===== config.mk =====
export PLATFORM = sky130hd
export DESIGN_NAME = exc_ctrl
export DESIGN_NICKNAME = d
export VERILOG_FILES = /design/src/rtl/exc_ctrl.sv
export SDC_FILE = /design/constraint.sdc
export NUM_CORES = 1
export LEC_CHECK = 0
export BUFFER_PORTS_ARGS = -buffer_cell sky130_fd_sc_hd__buf_4
export CAP_MARGIN = 15
export CELL_PAD_IN_SITES_DETAIL_PLACEMENT = 1
export CELL_PAD_IN_SITES_GLOBAL_PLACEMENT = 1
export CORE_MARGIN = 2
export CORE_UTILIZATION = 31
export DETAILED_ROUTE_END_ITERATION = 7
export HOLD_SLACK_MARGIN = 0.15
export PLACE_DENSITY_LB_ADDON = 0.1
export SETUP_SLACK_MARGIN = 0.1
export SYNTH_ARGS = -nofsm -noshare
export SYNTH_HDL_FRONTEND = slang
export SYNTH_SLANG_ARGS = --single-unit

===== constraint.sdc =====
create_clock -name clk -period 3.9 [get_ports clk]
set_input_delay 0.78 -clock clk [delete_from_list [all_inputs] [get_ports clk]]
set_output_delay 0.78 -clock clk [all_outputs]
set_load 0.005 [all_outputs]

===== src/rtl/exc_ctrl.sv =====
// Exception/ERET controller: picks the oldest pending exception or ERET, emits one-cycle
// CP0 write strobes and a PC redirect, and holds the matching stage flushes while the pipe drains.
module exc_ctrl #(
  parameter logic [31:0] EXC_VECTOR   = 32'hBFC00380,
  parameter int          DRAIN_CYCLES = 2
) (
  input  logic        clk,
  input  logic        reset,
  input  logic        id_reserved,
  input  logic        id_syscall,
  input  logic        id_break,
  input  logic [31:0] id_pc,
  input  logic        id_bd,
  input  logic        exe_overflow,
  input  logic        exe_eret,
  input  logic [31:0] exe_pc,
  input  logic        exe_bd,
  input  logic        mem_adel,
  input  logic        mem_ades,
  input  logic [31:0] mem_addr,
  input  logic [31:0] mem_pc,
  input  logic        mem_bd,
  input  logic [31:0] status_out,
  input  logic [31:0] cause_out,
  input  logic [31:0] pc_back,
  output logic        write_epc,
  output logic        write_cause,
  output logic        write_status,
  output logic        write_bad,
  output logic [31:0] pc_in,
  output logic [31:0] cause_in,
  output logic [31:0] status_in,
  output logic [31:0] address,
  output logic        if_flush,
  output logic        id_flush,
  output logic        exe_flush,
  output logic        mem_flush,
  output logic        pc_redirect,
  output logic [31:0] redirect_pc,
  output logic        busy,
  output logic [1:0]  dbg_state
);

  typedef enum logic [1:0] {IDLE = 2'd0, EXC = 2'd1, ERET = 2'd2, DRAIN = 2'd3} state_t;

  state_t      state_q, state_d;
  logic [3:0]  cnt_q, cnt_d;
  logic        write_epc_q, write_epc_d, write_cause_q, write_cause_d;
  logic        write_status_q, write_status_d, write_bad_q, write_bad_d;
  logic [31:0] pc_in_q, pc_in_d, cause_in_q, cause_in_d;
  logic [31:0] status_in_q, status_in_d, address_q, address_d;
  logic        if_flush_q, if_flush_d, id_flush_q, id_flush_d;
  logic        exe_flush_q, exe_flush_d, mem_flush_q, mem_flush_d;
  logic        pc_redirect_q, pc_redirect_d, busy_q, busy_d;
  logic [31:0] redirect_pc_q, redirect_pc_d;

  logic        take_exc, take_eret, from_mem, from_exe, sel_bd;
  logic [4:0]  code;
  logic [31:0] sel_pc;

  // Priority select: older pipeline stages win; ERET ranks between EXE and ID exceptions.
  always_comb begin
    take_exc  = 1'b0;
    take_eret = 1'b0;
    from_mem  = 1'b0;
    from_exe  = 1'b0;
    code      = 5'h00;
    sel_pc    = 32'h0;
    sel_bd    = 1'b0;
    if (mem_adel || mem_ades) begin
      take_exc = 1'b1;
      from_mem = 1'b1;
      code     = mem_adel ? 5'h04 : 5'h05;
      sel_pc   = mem_pc;
      sel_bd   = mem_bd;
    end else if (exe_overflow) begin
      take_exc = 1'b1;
      from_exe = 1'b1;
      code     = 5'h0C;
      sel_pc   = exe_pc;
      sel_bd   = exe_bd;
    end else if (exe_eret) begin
      take_eret = 1'b1;
    end else if (id_reserved || id_syscall || id_break) begin
      take_exc = 1'b1;
      code     = id_reserved ? 5'h0A : (id_syscall ? 5'h08 : 5'h09);
      sel_pc   = id_pc;
      sel_bd   = id_bd;
    end
  end

  always_comb begin
    state_d        = state_q;
    cnt_d          = cnt_q;
    write_epc_d    = 1'b0;
    write_cause_d  = 1'b0;
    write_status_d = 1'b0;
    write_bad_d    = 1'b0;
    pc_redirect_d  = 1'b0;
    pc_in_d        = pc_in_q;
    cause_in_d     = cause_in_q;
    status_in_d    = status_in_q;
    address_d      = address_q;
    redirect_pc_d  = redirect_pc_q;
    if_flush_d     = if_flush_q;
    id_flush_d     = id_flush_q;
    exe_flush_d    = exe_flush_q;
    mem_flush_d    = mem_flush_q;
    case (state_q)
      IDLE: begin
        if_flush_d  = 1'b0;
        id_flush_d  = 1'b0;
        exe_flush_d = 1'b0;
        mem_flush_d = 1'b0;
        if (take_exc) begin
          state_d        = EXC;
          write_cause_d  = 1'b1;
          cause_in_d     = {sel_bd, cause_out[30:7], code, cause_out[1:0]};
          write_status_d = 1'b1;
          status_in_d    = status_out | 32'h2;
          write_epc_d    = ~status_out[1];
          pc_in_d        = sel_bd ? (sel_pc - 32'd4) : sel_pc;
          write_bad_d    = from_mem;
          if (from_mem) address_d = mem_addr;
          mem_flush_d    = from_mem;
          exe_flush_d    = from_mem | from_exe;
          id_flush_d     = 1'b1;
          if_flush_d     = 1'b1;
          pc_redirect_d  = 1'b1;
          redirect_pc_d  = EXC_VECTOR;
        end else if (take_eret) begin
          state_d        = ERET;
          write_status_d = 1'b1;
          status_in_d    = status_out & ~32'h2;
          exe_flush_d    = 1'b1;
          id_flush_d     = 1'b1;
          if_flush_d     = 1'b1;
          pc_redirect_d  = 1'b1;
          redirect_pc_d  = pc_back;
        end
      end
      EXC, ERET: begin
        if (DRAIN_CYCLES <= 1) begin
          state_d     = IDLE;
          if_flush_d  = 1'b0;
          id_flush_d  = 1'b0;
          exe_flush_d = 1'b0;
          mem_flush_d = 1'b0;
        end else begin
          state_d = DRAIN;
          cnt_d   = 4'(DRAIN_CYCLES - 1);
        end
      end
      DRAIN: begin
        // Requests seen here belong to flushed instructions and are dropped.
        if (cnt_q <= 4'd1) begin
          state_d     = IDLE;
          if_flush_d  = 1'b0;
          id_flush_d  = 1'b0;
          exe_flush_d = 1'b0;
          mem_flush_d = 1'b0;
        end else begin
          cnt_d = cnt_q - 4'd1;
        end
      end
      default: state_d = IDLE;
    endcase
    busy_d = (state_d != IDLE);
  end

  always_ff @(posedge clk) begin
    if (reset) begin
      state_q        <= IDLE;
      cnt_q          <= 4'd0;
      write_epc_q    <= 1'b0;
      write_cause_q  <= 1'b0;
      write_status_q <= 1'b0;
      write_bad_q    <= 1'b0;
      pc_in_q        <= 32'h0;
      cause_in_q     <= 32'h0;
      status_in_q    <= 32'h0;
      address_q      <= 32'h0;
      if_flush_q     <= 1'b0;
      id_flush_q     <= 1'b0;
      exe_flush_q    <= 1'b0;
      mem_flush_q    <= 1'b0;
      pc_redirect_q  <= 1'b0;
      redirect_pc_q  <= 32'h0;
      busy_q         <= 1'b0;
    end else begin
      state_q        <= state_d;
      cnt_q          <= cnt_d;
      write_epc_q    <= write_epc_d;
      write_cause_q  <= write_cause_d;
      write_status_q <= write_status_d;
      write_bad_q    <= write_bad_d;
      pc_in_q        <= pc_in_d;
      cause_in_q     <= cause_in_d;
      status_in_q    <= status_in_d;
      address_q      <= address_d;
      if_flush_q     <= if_flush_d;
      id_flush_q     <= id_flush_d;
      exe_flush_q    <= exe_flush_d;
      mem_flush_q    <= mem_flush_d;
      pc_redirect_q  <= pc_redirect_d;
      redirect_pc_q  <= redirect_pc_d;
      busy_q         <= busy_d;
    end
  end

  assign write_epc    = write_epc_q;
  assign write_cause  = write_cause_q;
  assign write_status = write_status_q;
  assign write_bad    = write_bad_q;
  assign pc_in        = pc_in_q;
  assign cause_in     = cause_in_q;
  assign status_in    = status_in_q;
  assign address      = address_q;
  assign if_flush     = if_flush_q;
  assign id_flush     = id_flush_q;
  assign exe_flush    = exe_flush_q;
  assign mem_flush    = mem_flush_q;
  assign pc_redirect  = pc_redirect_q;
  assign redirect_pc  = redirect_pc_q;
  assign busy         = busy_q;
  assign dbg_state    = state_q;

endmodule


* Word-level counts from Yosys, hierarchy flattened
Index checks and enable logic that the tools add are counted.
W data, S select, Z words.
** Word-level totals
- Flip-flop bits (word level) :: 174
- Bits in latches :: 0
- Bits in writable memories :: 0
- Memory bits (read-only) :: 0
- Input port bits :: 236
- Output and inout port bits :: 172
- Word-level logic and storage cells :: 88
- Memories kept :: 0
** Cells by class
- $add $sub $neg :: 2
- Multipliers :: 0
- Div/mod/pow operators :: 0
- Order comparisons :: 1
- Eq/ne operators :: 5
- Shift-type cells :: 0
- Multiplexer cells :: 45
- Bitwise gates (word level) :: 4
- Reductions and logical operators :: 16
** Operators with widths (number)
- $mux W32 :: 9
- $sub A32 B3 Y32 const B :: 1
- $mux W1 :: 22
- $mux W4 :: 5
- $mux W2 :: 4
- $pmux W4 S2 :: 1
- $reduce_and A2 Y1 :: 4
- $reduce_bool A2 Y1 :: 4
- $pmux W1 S2 :: 3
- $pmux W2 S3 :: 1
- $eq A2 B2 Y1 const B :: 2
- $le A4 B1 Y1 const B :: 1
- $ne A2 B2 Y1 const B :: 2
- $reduce_or A2 Y1 :: 2
- $sub A4 B1 Y4 const B :: 1
- $logic_or A1 B1 Y1 :: 3
- $not A1 Y1 :: 3
- $reduce_and A3 Y1 :: 1
- $reduce_or A3 Y1 :: 1
- $eq A2 B1 Y1 const B :: 1
- $logic_not A2 Y1 :: 1
- $or A1 B1 Y1 :: 1

* Logic depth before layout (Yosys ltp)
Gate-level depths: netlist of the first run.
- Depth in word-level cells :: 9
- Depth in mapped cells :: 13
- Gate-level depth less buffers :: 9

* Worst setup path after synthesis of the first run
No wires, ideal clock.
- Path type :: input to register
- Start :: in id_reserved
- End :: reg pc_in_q[22], in the netlist pc_in[22]
- Data arrival time :: 3247 ps
- Required time :: 3809 ps
- Path slack :: 562 ps
- Cell stages on the path :: 13
- Buffers on the path :: 4
- Cells stage by stage :: or3_1 -> buf_6 -> buf_4 -> a31oi_1 -> or2_2 -> ha_1 -> nand2_1 -> or4_4 -> buf_6 -> nor3_4 -> buf_4 -> nand4_1 -> a311oi_1
** Between the ends
- Word-level cells in the longest chain between the ends :: 8
** Ends and longest elaborated chain
- from (decl) :: line 9 : input logic id_reserved,
- $logic_or A1 B1 Y1 * (2 in a row) :: line 84 : end else if (id_reserved || id_syscall || id_break) begin
- $mux W32 :: line 84
- $mux W32 :: line 82 : end else if (exe_eret) begin
- $mux W32 :: line 76 : end else if (exe_overflow) begin
- $mux W32 :: line 70 : if (mem_adel || mem_ades) begin
- $sub A32 B3 Y32 :: line 122 : pc_in_d = sel_bd ? (sel_pc - 32'd4) : sel_pc;
- $mux W32 :: line 122
- to (signal assigned) :: line 197 : pc_in_q <= pc_in_d;
- to (decl) :: line 50 : logic [31:0] pc_in_q, pc_in_d, cause_in_q, cause_in_d;
Mark *: on every way between the ends. The rest lies on a longest branch, timed or not.
A chain may end at the register's enable or synchronous reset.

* Final worst setup path of the first run
- Start :: in id_reserved
- End :: reg pc_in_q[20], in the netlist pc_in[20]
Same word-level chain as after synthesis.

==> summary.md, run 1 <==
| Metric | Value |
|---|---|
| Result of the run | `complete, no violations` |
| P per Cell Area | `~560 nW/um2` |
| Via count of the first global-routing pass | `8408` |
| Share of synthesized area occupied by flip-flops and latches | `45.8%` |
| Crit path capture type | `register` |
| # H-tree levels | `4` |
| Core region area | `between 20000 and 25000 um2` |
| Synth Warn # | `0` |
| Non-filler instance count after layout | `1607` |
| GR Util met1 | `between 20% and 30%` |
| Combined buffer and inverter count along the critical path | `1` |
| Synthesized net count | `1147` |
| Setup violators final | `0` |
| Area of all placed cells without fillers | `about 11000 um2` |
| Global-route usage over all layers | `22.3%` |
| Total clock sinks | `between 150 and 200` |
| ANT nets after route | `0` |
| Total number of nets in the final design | `1511` |
| Via total after detailed routing | `8092` |
| Final HPWL DP | `22.1 mm` |
| Share of layout cells above drive strength 1 | `37.3%` |
| Max incr delay on CP | `620 ps` |
| Unrepaired setup endpoints after global routing | `false` |
| Global-route wire length before repair | `45.5 mm` |
| Critical path data arrival time | `3640 ps` |
| Hold Buf Count CTS | `0` |
| Total of max-cap violations | `0` |
| Leading cell types in the layout, fill and taps excluded | `sky130_fd_sc_hd__buf_4 (419), sky130_fd_sc_hd__dfxtp_1 (173), sky130_fd_sc_hd__nand2_1 (149)` |
| Fmax | `0.302 GHz` |
| Number of detailed-route iterations in the first pass | `4` |
| Most area-hungry cell type in the Yosys netlist | `sky130_fd_sc_hd__dfxtp_1` |
| Cell area after placement | `10800 um2` |
| Critical Path, Cell by Cell | `buf_4, or3_1, nand3_1, o2bb2ai_1, ha_1, nand2_1, or4_4, nor3_4, a211oi_1, nor4_1` |
| Routed vias/inst | `5.04` |
| Number of pins with negative max-slew slack in the final report | `0` |
| Combined area of all synthesized cells | `7560 um2` |
| Worst-margin pin slew | `818 ps` |
| DRC | `0` |
| Total setup buffers inserted after CTS | `0` |
| Ant. Diodes | `0` |
| Crit share post-route | `84.9%` |
| Worst Clk Skew | `around 11 ps` |
| Startpoint-to-endpoint class of the critical path | `in2reg` |
| Busiest grt layer | `met2` |
| Placed cell count | `1575` |
| Required time of the worst setup path | `4230 ps` |
| Cells resized by post-CTS repair | `0` |
| Clock tree from TritonCTS | `built` |
| Syn Area/Cell | `8.34 um2` |
| Post-layout total power | `between 6 and 7 mW` |
| Root cell of the clock tree | `sky130_fd_sc_hd__clkbuf_16` |
| Library cell contributing the largest single delay on the critical path | `sky130_fd_sc_hd__or4_4` |
| Count of endpoints failing hold in the final timing report | `0` |
| Detailed Route WL | `29.7 mm` |
| Initial antenna violation count | `0` |
| Global routing usage on met3 | `5.71%` |
| Number of top-level pins | `just over 400` |
| Die Height | `160 um` |
| Area delta synth->final | `51.3%` |
| Register clock-pin slew on the reported worst setup and hold paths | `70 ps` |
| Worst-case vdd ir drop | `0.000225 V` |
| Post-synthesis cell type count | `73` |
| Portion of synthesized cell area occupied by the leading cell type | `45.8%` |
| GR Util met2 | `39.8%` |
| Leading cell type in the layout, fill and taps excluded | `sky130_fd_sc_hd__buf_4` |
| Static leakage | `5.15 nW` |
| Initial standard-cell utilization of the core | `between 30% and 40%` |
| Synth Instances | `around 900` |
| Maximum number of buffers from clock root to sink | `2` |
| Total of fill cells in the finished design | `2914` |
| Async set-or-reset flop fraction in the synthesized netlist | `0%` |
| Flip-flop and latch count after synthesis | `about 170` |
| Routed wire length per instance | `approximately 18 um` |
| GP Congestion | `0.892` |
| Violation count after the first detailed-route iteration | `approximately 450` |
| Die span in x | `between 150 and 200 um` |
| Setup_tns | `0 ps` |
| Slew Limit Headroom | `45.5%` |
| Skew-Pair Late Insertion Delay | `approximately 430 ps` |
| Startpoint class of the critical path | `input port` |
| Inserted Clock Buffers | `17` |
| Cell class contributing the biggest share of worst-path delay | `simple AND/OR/NAND/NOR gates` |
| Commonest register cell after synthesis | `sky130_fd_sc_hd__dfxtp_1` |
| Site Rows | `57` |
| Count of flip-flops with a built-in enable after synthesis | `0` |
| Worst hold-check path type | `reg2reg` |
| Min Tclk post-route | `3310 ps` |
| Largest net degree at the start of global routing | `71` |
| Area contributors post-synth | `sky130_fd_sc_hd__dfxtp_1 (46%), sky130_fd_sc_hd__nand2_1 (7.4%), sky130_fd_sc_hd__a21oi_1 (6.6%), sky130_fd_sc_hd__nor2_1 (5.8%), sky130_fd_sc_hd__a22o_1 (3.7%)` |
| Largest driver fanout on the critical path | `11` |
| Overflow left after global routing | `0` |
| Die footprint | `25600 um2` |
| Port buffer count | `400` |
[synth_stat cells, types with 6 or more instances]
master / n
sky130_fd_sc_hd__dfxtp_1: 173
sky130_fd_sc_hd__nand2_1: 149
sky130_fd_sc_hd__nor2_1: 116
sky130_fd_sc_hd__a21oi_1: 100
sky130_fd_sc_hd__clkbuf_1: 49
sky130_fd_sc_hd__a22o_1: 32
sky130_fd_sc_hd__nor3_1: 26
sky130_fd_sc_hd__o21ai_0: 24
sky130_fd_sc_hd__a22oi_1: 21
sky130_fd_sc_hd__nand3_1: 17
sky130_fd_sc_hd__a211oi_1: 13
sky130_fd_sc_hd__buf_2: 12
sky130_fd_sc_hd__xnor2_1: 10
sky130_fd_sc_hd__nand4_1: 9
sky130_fd_sc_hd__buf_4: 7
sky130_fd_sc_hd__nand2b_1: 7
sky130_fd_sc_hd__nor3b_1: 7
sky130_fd_sc_hd__a311oi_1: 6
sky130_fd_sc_hd__and3_1: 6
sky130_fd_sc_hd__inv_1: 6
sky130_fd_sc_hd__xor2_1: 6
[through the flow]
stage / setup slack [ps] / utilization [%] / hold slack (ps)
floorplan: 562 / - / 448
global route: 280 / 47.5 / 479
CTS: 590 / 47.5 / 459
finish: 587 / 47.5 / 455
detailed placement: 170 / 45.0 / 449
global placement: 257 / 45.0 / 441
[state kept, by name, summed over array words and instances, names as in the netlist]
register and flops:
address 32, busy 1, cause_in 31, cnt_q 4, dbg_state 2, exe_flush 1
id_flush 1, mem_flush 1, pc_in 32, pc_redirect 1, redirect_pc 32, status_in 32
write_bad 1, write_cause 1, write_epc 1
[kinds of logic (layout without fill, tap and decap cells)]
group,after synthesis,count (layout),synth area share [%]
AOI/OAI and AO/OA,250,250,22.4
xor gates and xnor gates,16,16,1.85
adders and majority gates,5,5,0.828
buffers and inverters,82,459,4.92
DFF,173,173,45.8
muxes,6,6,0.960
other,1,1,0.0496
and+or+nand+nor,373,373,23.2
[layout make-up]
type                       count  area [um2]  share of cell area (%)
sequential                   173        3460                    30.3
clock inverter                14         163                    1.42
tap                          324         405                    3.54
clock buffer                  18         429                    3.75
inverter                       6        22.5                   0.197
timing repair buffer         421        3190                    27.8
multi-input combinational    651        3770                    33.0
[power by group]
part / internal, mW / switching [mW]
clock network: 0.868 / 0.854
logic: 1.07 / 1.23
registers: 2.16 / 0.216
[metal layers]
layer  vias to the layer above  part of all wire, %
li1                       3930                    -
met3                        41                  6.2
met1                      3860                   41
met2                       261                   50
met5                         -                    0
met4                         0                  2.1
[worst min-delay path: stages (launching register included)]
cell,delay (ps)
sky130_fd_sc_hd__dfxtp_1,310
sky130_fd_sc_hd__nand2_1,50
sky130_fd_sc_hd__a21oi_1,50
[final timing paths]
kind                                   start        end  slack, ps  depth (start not counted)
worst max-delay path             id_reserved  pc_in[20]        590                         10
worst max register to register  dbg_state[0]  pc_in[13]       1280                          7
worst min-delay path                pc_in[8]   pc_in[8]        460                          2
worst min register to register      pc_in[8]   pc_in[8]        460                          2
(Power assumes the default switching activity.)
==> inputs of run 2 (changes only) <==
- clock period: 3.9 -> 3.15 ns (I/O delays scaled with it)
==> run 2 against run 1 <==
Effect of this change:
- hold slack got worse by 120 ps
- design area increased by 4.7%
- flip-flop and latch count unchanged
- sequential share of layout area decreased by 1.4 points
- non-clock buffer count increased by 54
==> summary.md, run 2 (same netlist as run 1, synthesis figures left out) <==
| Metric | Value |
|---|---|
| # H-tree levels | `4 (unchanged)` |
| Startpoint class of the critical path | `input port` |
| Area delta synth->final | `58.4%` |
| Global-route wire length before repair | `46.1 mm (+1.4%)` |
| Psw | `2.96 mW (+29%)` |
| Worst hold-check path type | `in2reg` |
| Routed wire length per instance | `18.1 um (-1.7%)` |
| Worst Clk Skew | `9.66 ps (-1.40 ps)` |
| Total number of nets in the final design | `1565 (+3.6%)` |
| Setup violators final | `0 (unchanged)` |
| Final core utilization | `49.7% (+2.2 points)` |
| Ant. Diodes | `0 (unchanged)` |
| Number of pins with negative max-slew slack in the final report | `0 (unchanged)` |
| Total clock sinks | `173 (unchanged)` |
| Static leakage | `5.45 nW (+5.8%)` |
| Largest net degree at the start of global routing | `59 (-17%)` |
| Fmax | `0.358 GHz` |
| Register clock-pin slew on the reported worst setup and hold paths | `80 ps (about the same)` |
| Critical path data arrival time | `3140 ps (-500 ps)` |
| Setup_tns | `0 ps (unchanged)` |
| Fraction of power consumed by sequential logic | `36.0% (-1.1 points)` |
| Overflow left after global routing | `0 (unchanged)` |
| Die Height | `160 um (unchanged)` |
| Worst-case vdd ir drop | `0.000378 V (+68%)` |
| Initial standard-cell utilization of the core | `31.4% (unchanged)` |
| Worst-margin pin slew | `702 ps (-116 ps)` |
| Worst R2R Path Depth | `7 (unchanged)` |
| Leading cell types in the layout, fill and taps excluded | `sky130_fd_sc_hd__buf_4 (469), sky130_fd_sc_hd__dfxtp_1 (173), sky130_fd_sc_hd__nand2_1 (149)` |
| Via total after detailed routing | `8242 (+1.9%)` |
| DRC | `0 (unchanged)` |
| Required time of the worst setup path | `3490 ps (-740 ps)` |
| Global-route usage over all layers | `22.6% (+0.27 points)` |
| Post-layout total power | `8.22 mW (+29%)` |
| Clock tree from TritonCTS | `built` |
| Final HPWL DP | `23.0 mm (+3.9%)` |
| ANT nets after route | `0 (unchanged)` |
| Skew-Pair Late Insertion Delay | `440 ps (about the same)` |
| Area of all placed cells without fillers | `12000 um2 (+4.7%)` |
| Die span in x | `160 um (unchanged)` |
| Internal power of the cells | `5.26 mW (+29%)` |
| Total of max-cap violations | `0 (unchanged)` |
| Unrepaired setup endpoints after global routing | `false` |
| Count of endpoints failing hold in the final timing report | `0 (unchanged)` |
| Switching Fraction | `36.0% (about the same)` |
| Inserted Clock Buffers | `17 (unchanged)` |
| P per Cell Area | `687 nW/um2 (+23%)` |
| Crit path capture type | `register` |
| Min Tclk post-route | `around 2800 ps` |
| Total of fill cells in the finished design | `2955 (+1.4%)` |
| Maximum number of buffers from clock root to sink | `2 (unchanged)` |
| Cells resized by post-CTS repair | `0 (unchanged)` |
| Site Rows | `57 (unchanged)` |
| Crit share post-route | `approximately nine tenths` |
| Hold Buf Count CTS | `0 (unchanged)` |
| Root cell of the clock tree | `sky130_fd_sc_hd__clkbuf_16` |
| Total setup buffers inserted after CTS | `0 (unchanged)` |
| Largest driver fanout on the critical path | `14 (+3)` |
| Routed vias/inst | `4.96 (-1.5%)` |
| Cell area after placement | `11300 um2 (+4.4%)` |
| Share of layout cells above drive strength 1 | `40.2% (+2.9 points)` |
| Result of the run | `complete, no violations` |
| Die footprint | `25600 um2 (unchanged)` |
| Startpoint-to-endpoint class of the critical path | `in2reg` |
| Core region area | `24100 um2 (unchanged)` |
| Number of detailed-route iterations in the first pass | `5 (+1)` |
| GP Congestion | `0.873 (-2.1%)` |
| Worst setup slack after placement | `-181 ps (-351 ps)` |
| Initial antenna violation count | `0 (unchanged)` |
| Leading cell type in the layout, fill and taps excluded | `sky130_fd_sc_hd__buf_4` |
| Clk network pwr share | `27.7% (+0.8 points)` |
| Slew Limit Headroom | `53.1% (+7.7 points)` |
| Port buffer count | `400 (unchanged)` |
| Post-route setup slack | `353 ps (-234 ps)` |
| Violation count after the first detailed-route iteration | `444 (-2.2%)` |
| Worst hold path cell count | `2 (unchanged)` |
| Via count of the first global-routing pass | `8373 (-0.42%)` |
| Detailed Route WL | `30.1 mm (+1.6%)` |
| Proportion of power drawn by combinational gates | `36.3% (+0.4 points)` |
| Number of top-level pins | `408 (unchanged)` |
==> run 2: changes by cell type in the layout (fill, tap and decap cells not counted), moves of 2 or more <==
cell / delta
sky130_fd_sc_hd__buf_4: +50
sky130_fd_sc_hd__inv_8: -2
sky130_fd_sc_hd__clkinv_8: +2
sky130_fd_sc_hd__buf_12: +4
==> run 2: final cells by class <==
type,count,area [um2],area share (%)
flip-flops and latches,173,3460,28.9
repair buffers,475,3640,30.4
multi-input cells,651,3800,31.8
inverters,6,22.5,0.188
clock buffers,17,425,3.55
well taps,324,405,3.39
clock inverters,15,210,1.76
==> run 2: power by group through the flow <==
stage / Clock, mW / Sequential, mW / Combinational, mW
final: 2.28 / 2.96 / 2.99
after global routing: 2.42 / 3.02 / 3.29
after CTS: 2.33 / 2.96 / 3.03
after detailed placement: 0 / 3.00 / 3.02
after global placement: 0 / 2.99 / 2.97
after floorplan: 0 / 2.99 / 1.34
==> run 2: worst paths after layout <==
path	end	startpoint	slack, ps
hold reg to reg	status_in[19]	status_in[19]	450
hold / removal	write_epc	status_out[1]	340
setup / recovery	pc_in[27]	mem_ades	350
setup reg to reg	pc_in[31]	dbg_state[1]	1080
==> run 2: worst max-delay path: stages <==
cell and delay (ps):
sky130_fd_sc_hd__buf_4 160, sky130_fd_sc_hd__buf_4 160, sky130_fd_sc_hd__nor2_2 550, sky130_fd_sc_hd__a21oi_1 290
sky130_fd_sc_hd__nor4b_4 400, sky130_fd_sc_hd__and3b_1 270, sky130_fd_sc_hd__buf_12 140, sky130_fd_sc_hd__buf_4 120
sky130_fd_sc_hd__nand4_1 110, sky130_fd_sc_hd__a311oi_2 300
==> run 2: per-stage QoR <==
stage	instances	hold WS, ps
2_1_floorplan	906	448
3_3_place_gp	1629	441
3_5_place_dp	1629	444
4_1_cts	1661	322
5_1_grt	1661	332
6_report	1661	339
==> run 2: per-layer routing <==
layer | up-vias | share of wire, % | track usage (%)
met5 | - | 0 | 0
met4 | 0 | 2.3 | 7.00
met3 | 42 | 5.9 | 5.27
met2 | 274 | 49 | 39.6
met1 | 3888 | 43 | 27.5
li1 | 4038 | - | -
==> inputs of run 3 (changes only) <==
- RECOVER_POWER: unset -> 50
==> run 3 against run 2 <==
Effect of this change:
- power shrank 2.4%
- first-iteration DRC count decreased by 10%
- final cell count unchanged
- global-route usage did not move
- combinational power is 6% lower
- sequential share of layout area grew 0.66 points
- via count increased by 0.12%
- critical endpoint unchanged
- highest routed layer unchanged
==> summary.md, run 3 (same netlist as run 1, synthesis figures left out) <==
| Metric | Value |
|---|---|
| Result of the run | `complete, no violations` |
| Ant. Diodes | `0 (unchanged)` |
| Initial antenna violation count | `0 (unchanged)` |
| Dominant cell type by count on the critical path | `sky130_fd_sc_hd__buf_4` |
| Required time of the worst setup path | `3490 ps (about the same)` |
| Max incr delay on CP | `540 ps (about the same)` |
| Static leakage | `5.12 nW (-6.1%)` |
| GP Congestion | `0.873 (unchanged)` |
| Site Rows | `57 (unchanged)` |
| Final HPWL DP | `23.0 mm (unchanged)` |
| Crit path capture type | `register` |
| Core region area | `24100 um2 (unchanged)` |
| Library cell contributing the largest single delay on the critical path | `sky130_fd_sc_hd__nor2_2` |
| Non-filler instance count after layout | `1661 (unchanged)` |
| Port buffer count | `400 (unchanged)` |
| Routed vias/inst | `4.97 (+0.12%)` |
| Number of detailed-route iterations in the first pass | `4 (-1)` |
| Placed cell count | `1629 (unchanged)` |
| Hold Buf Count CTS | `0 (unchanged)` |
| Crit share post-route | `88.7% (-0.12 points)` |
| Startpoint class of the critical path | `input port` |
| Overflow left after global routing | `0 (unchanged)` |
| Worst Clk Skew | `10.1 ps (+0.444 ps)` |
| Total setup buffers inserted after CTS | `0 (unchanged)` |
| Global-route wire length before repair | `46.1 mm (unchanged)` |
| Worst hold-check path type | `in2reg` |
| Die footprint | `25600 um2 (unchanged)` |
| Count of endpoints failing hold in the final timing report | `0 (unchanged)` |
| Area delta synth->final | `54.9%` |
| Largest net degree at the start of global routing | `59 (unchanged)` |
| Violation count after the first detailed-route iteration | `398 (-10%)` |
| Area of all placed cells without fillers | `11700 um2 (-2.2%)` |
| Leading cell type in the layout, fill and taps excluded | `sky130_fd_sc_hd__buf_4` |
| Inserted Clock Buffers | `17 (unchanged)` |
| ANT nets after route | `0 (unchanged)` |
| Worst-margin pin slew | `720 ps (+17.4 ps)` |
| Worst setup path startpoint | `mem_ades` |
| Leading cell types in the layout, fill and taps excluded | `sky130_fd_sc_hd__buf_4 (301), sky130_fd_sc_hd__dfxtp_1 (173), sky130_fd_sc_hd__nand2_1 (149)` |
| DRC | `0 (unchanged)` |
| Total of max-cap violations | `0 (unchanged)` |
| Worst R2R Path Depth | `7 (unchanged)` |
| Unrepaired setup endpoints after global routing | `false` |
| Total number of nets in the final design | `1565 (unchanged)` |
| Critical path data arrival time | `3130 ps (about the same)` |
| Reg-to-Reg Start | `dbg_state[0]` |
| # H-tree levels | `4 (unchanged)` |
| Worst setup slack after placement | `-181 ps (unchanged)` |
| Root cell of the clock tree | `sky130_fd_sc_hd__clkbuf_16` |
| Setup_tns | `0 ps (unchanged)` |
| Worst-case vdd ir drop | `0.000376 V (-0.38%)` |
| Register clock-pin slew on the reported worst setup and hold paths | `80 ps (about the same)` |
| Largest driver fanout on the critical path | `14 (unchanged)` |
| Startpoint-to-endpoint class of the critical path | `in2reg` |
| Cell area after placement | `11300 um2 (unchanged)` |
| Die span in x | `160 um (unchanged)` |
| Number of pins with negative max-slew slack in the final report | `0 (unchanged)` |
| Min Tclk post-route | `2790 ps (-3.69 ps)` |
| Die Height | `160 um (unchanged)` |
| P per Cell Area | `686 nW/um2 (-0.14%)` |
| Skew-Pair Late Insertion Delay | `440 ps (about the same)` |
| Initial standard-cell utilization of the core | `31.4% (unchanged)` |
| Post-route setup slack | `357 ps (+3.69 ps)` |
| Critical hold path startpoint | `status_out[1]` |
| Via count of the first global-routing pass | `8373 (unchanged)` |
| Clock tree from TritonCTS | `built` |
| Routed wire length per instance | `18.0 um (-0.54%)` |
| Setup violators final | `0 (unchanged)` |
| End point of the critical path | `pc_in[27]` |
| Share of layout cells above drive strength 1 | `34.9% (-5.3 points)` |
| Global-route usage over all layers | `22.6% (unchanged)` |
| Cells resized by post-CTS repair | `0 (unchanged)` |
| Maximum number of buffers from clock root to sink | `2 (unchanged)` |
| Critical Path, Cell by Cell | `buf_4, buf_4, nor2_2, buf_4, buf_4, mux2i_1, nor3b_2, buf_4, nand4_1, a311oi_2` |
| Fmax | `0.358 GHz (+0.13%)` |
| RR Endpoint | `pc_in[31]` |
| Register-to-register path setup slack | `1090 ps (about the same)` |
| Slew Limit Headroom | `52.0% (-1.2 points)` |
| Total clock sinks | `173 (unchanged)` |
| Detailed Route WL | `30.0 mm (-0.54%)` |
| Number of top-level pins | `408 (unchanged)` |
| Via total after detailed routing | `8252 (+0.12%)` |
run 3: changes by cell type in the layout (fill, tap and decap cells not counted):
cell / previous run / this run
sky130_fd_sc_hd__clkbuf_1: 0 / 71
sky130_fd_sc_hd__clkbuf_4: 0 / 97
sky130_fd_sc_hd__buf_4: 469 / 301
run 3: layout make-up:
cell class / count / area [um2]
timing repair buffer: 475 / 3370
clock inverter: 15 / 210
sequential: 173 / 3460
multi-input combinational: 651 / 3800
fill: 2984 / 12400
tap: 324 / 405
clock buffer: 17 / 425
inverter: 6 / 22.5
run 3: where the power goes:
part	switching, mW	total [mW]	internal (mW)
Combinational	1.56	2.81	1.25
Sequential	0.275	2.94	2.67
Clock	1.11	2.27	1.17
Total	2.94	8.03	5.08
run 3: routing by layer:
| layer | GRT usage [%] | wire, um | vias to the layer above |
|---|---|---|---|
| li1 | - | - | 4041 |
| met1 | 27.5 | 12900 | 3919 |
| met2 | 39.6 | 14900 | 256 |
| met3 | 5.27 | 1590 | 36 |
| met4 | 7.00 | 606 | 0 |
| met5 | 0 | 0 | - |
run 3: how the worst min path moves through the flow:
| stage | end | slack, ps | cells past startpoint |
|---|---|---|---|
| 5_1_grt | write_epc | 330 | 2 |
| 6_report | write_epc | 340 | 2 |
| 3_3_place_gp | cause_in[3] | 440 | 2 |
| 3_5_place_dp | pc_in[5] | 440 | 2 |
| 2_1_floorplan | pc_in[4] | 450 | 2 |
| 4_1_cts | write_epc | 320 | 2 |
run 3: metrics by stage:
stage | utilization (%) | hold slack, ps | power (mW)
4_1_cts | 49.6 | 322 | 8.32
5_1_grt | 48.6 | 332 | 8.53
3_3_place_gp | 47.0 | 441 | 5.95
6_report | 48.6 | 342 | 8.03
2_1_floorplan | - | 448 | 4.33
3_5_place_dp | 47.0 | 444 | 6.02
run 3: critical path, delay by kind of cell:
family,cells,cell delay [ps]
buffers and inverters,5,990
muxes,1,330
AOI/OAI and AO/OA,1,300
and+or+nand+nor,3,880
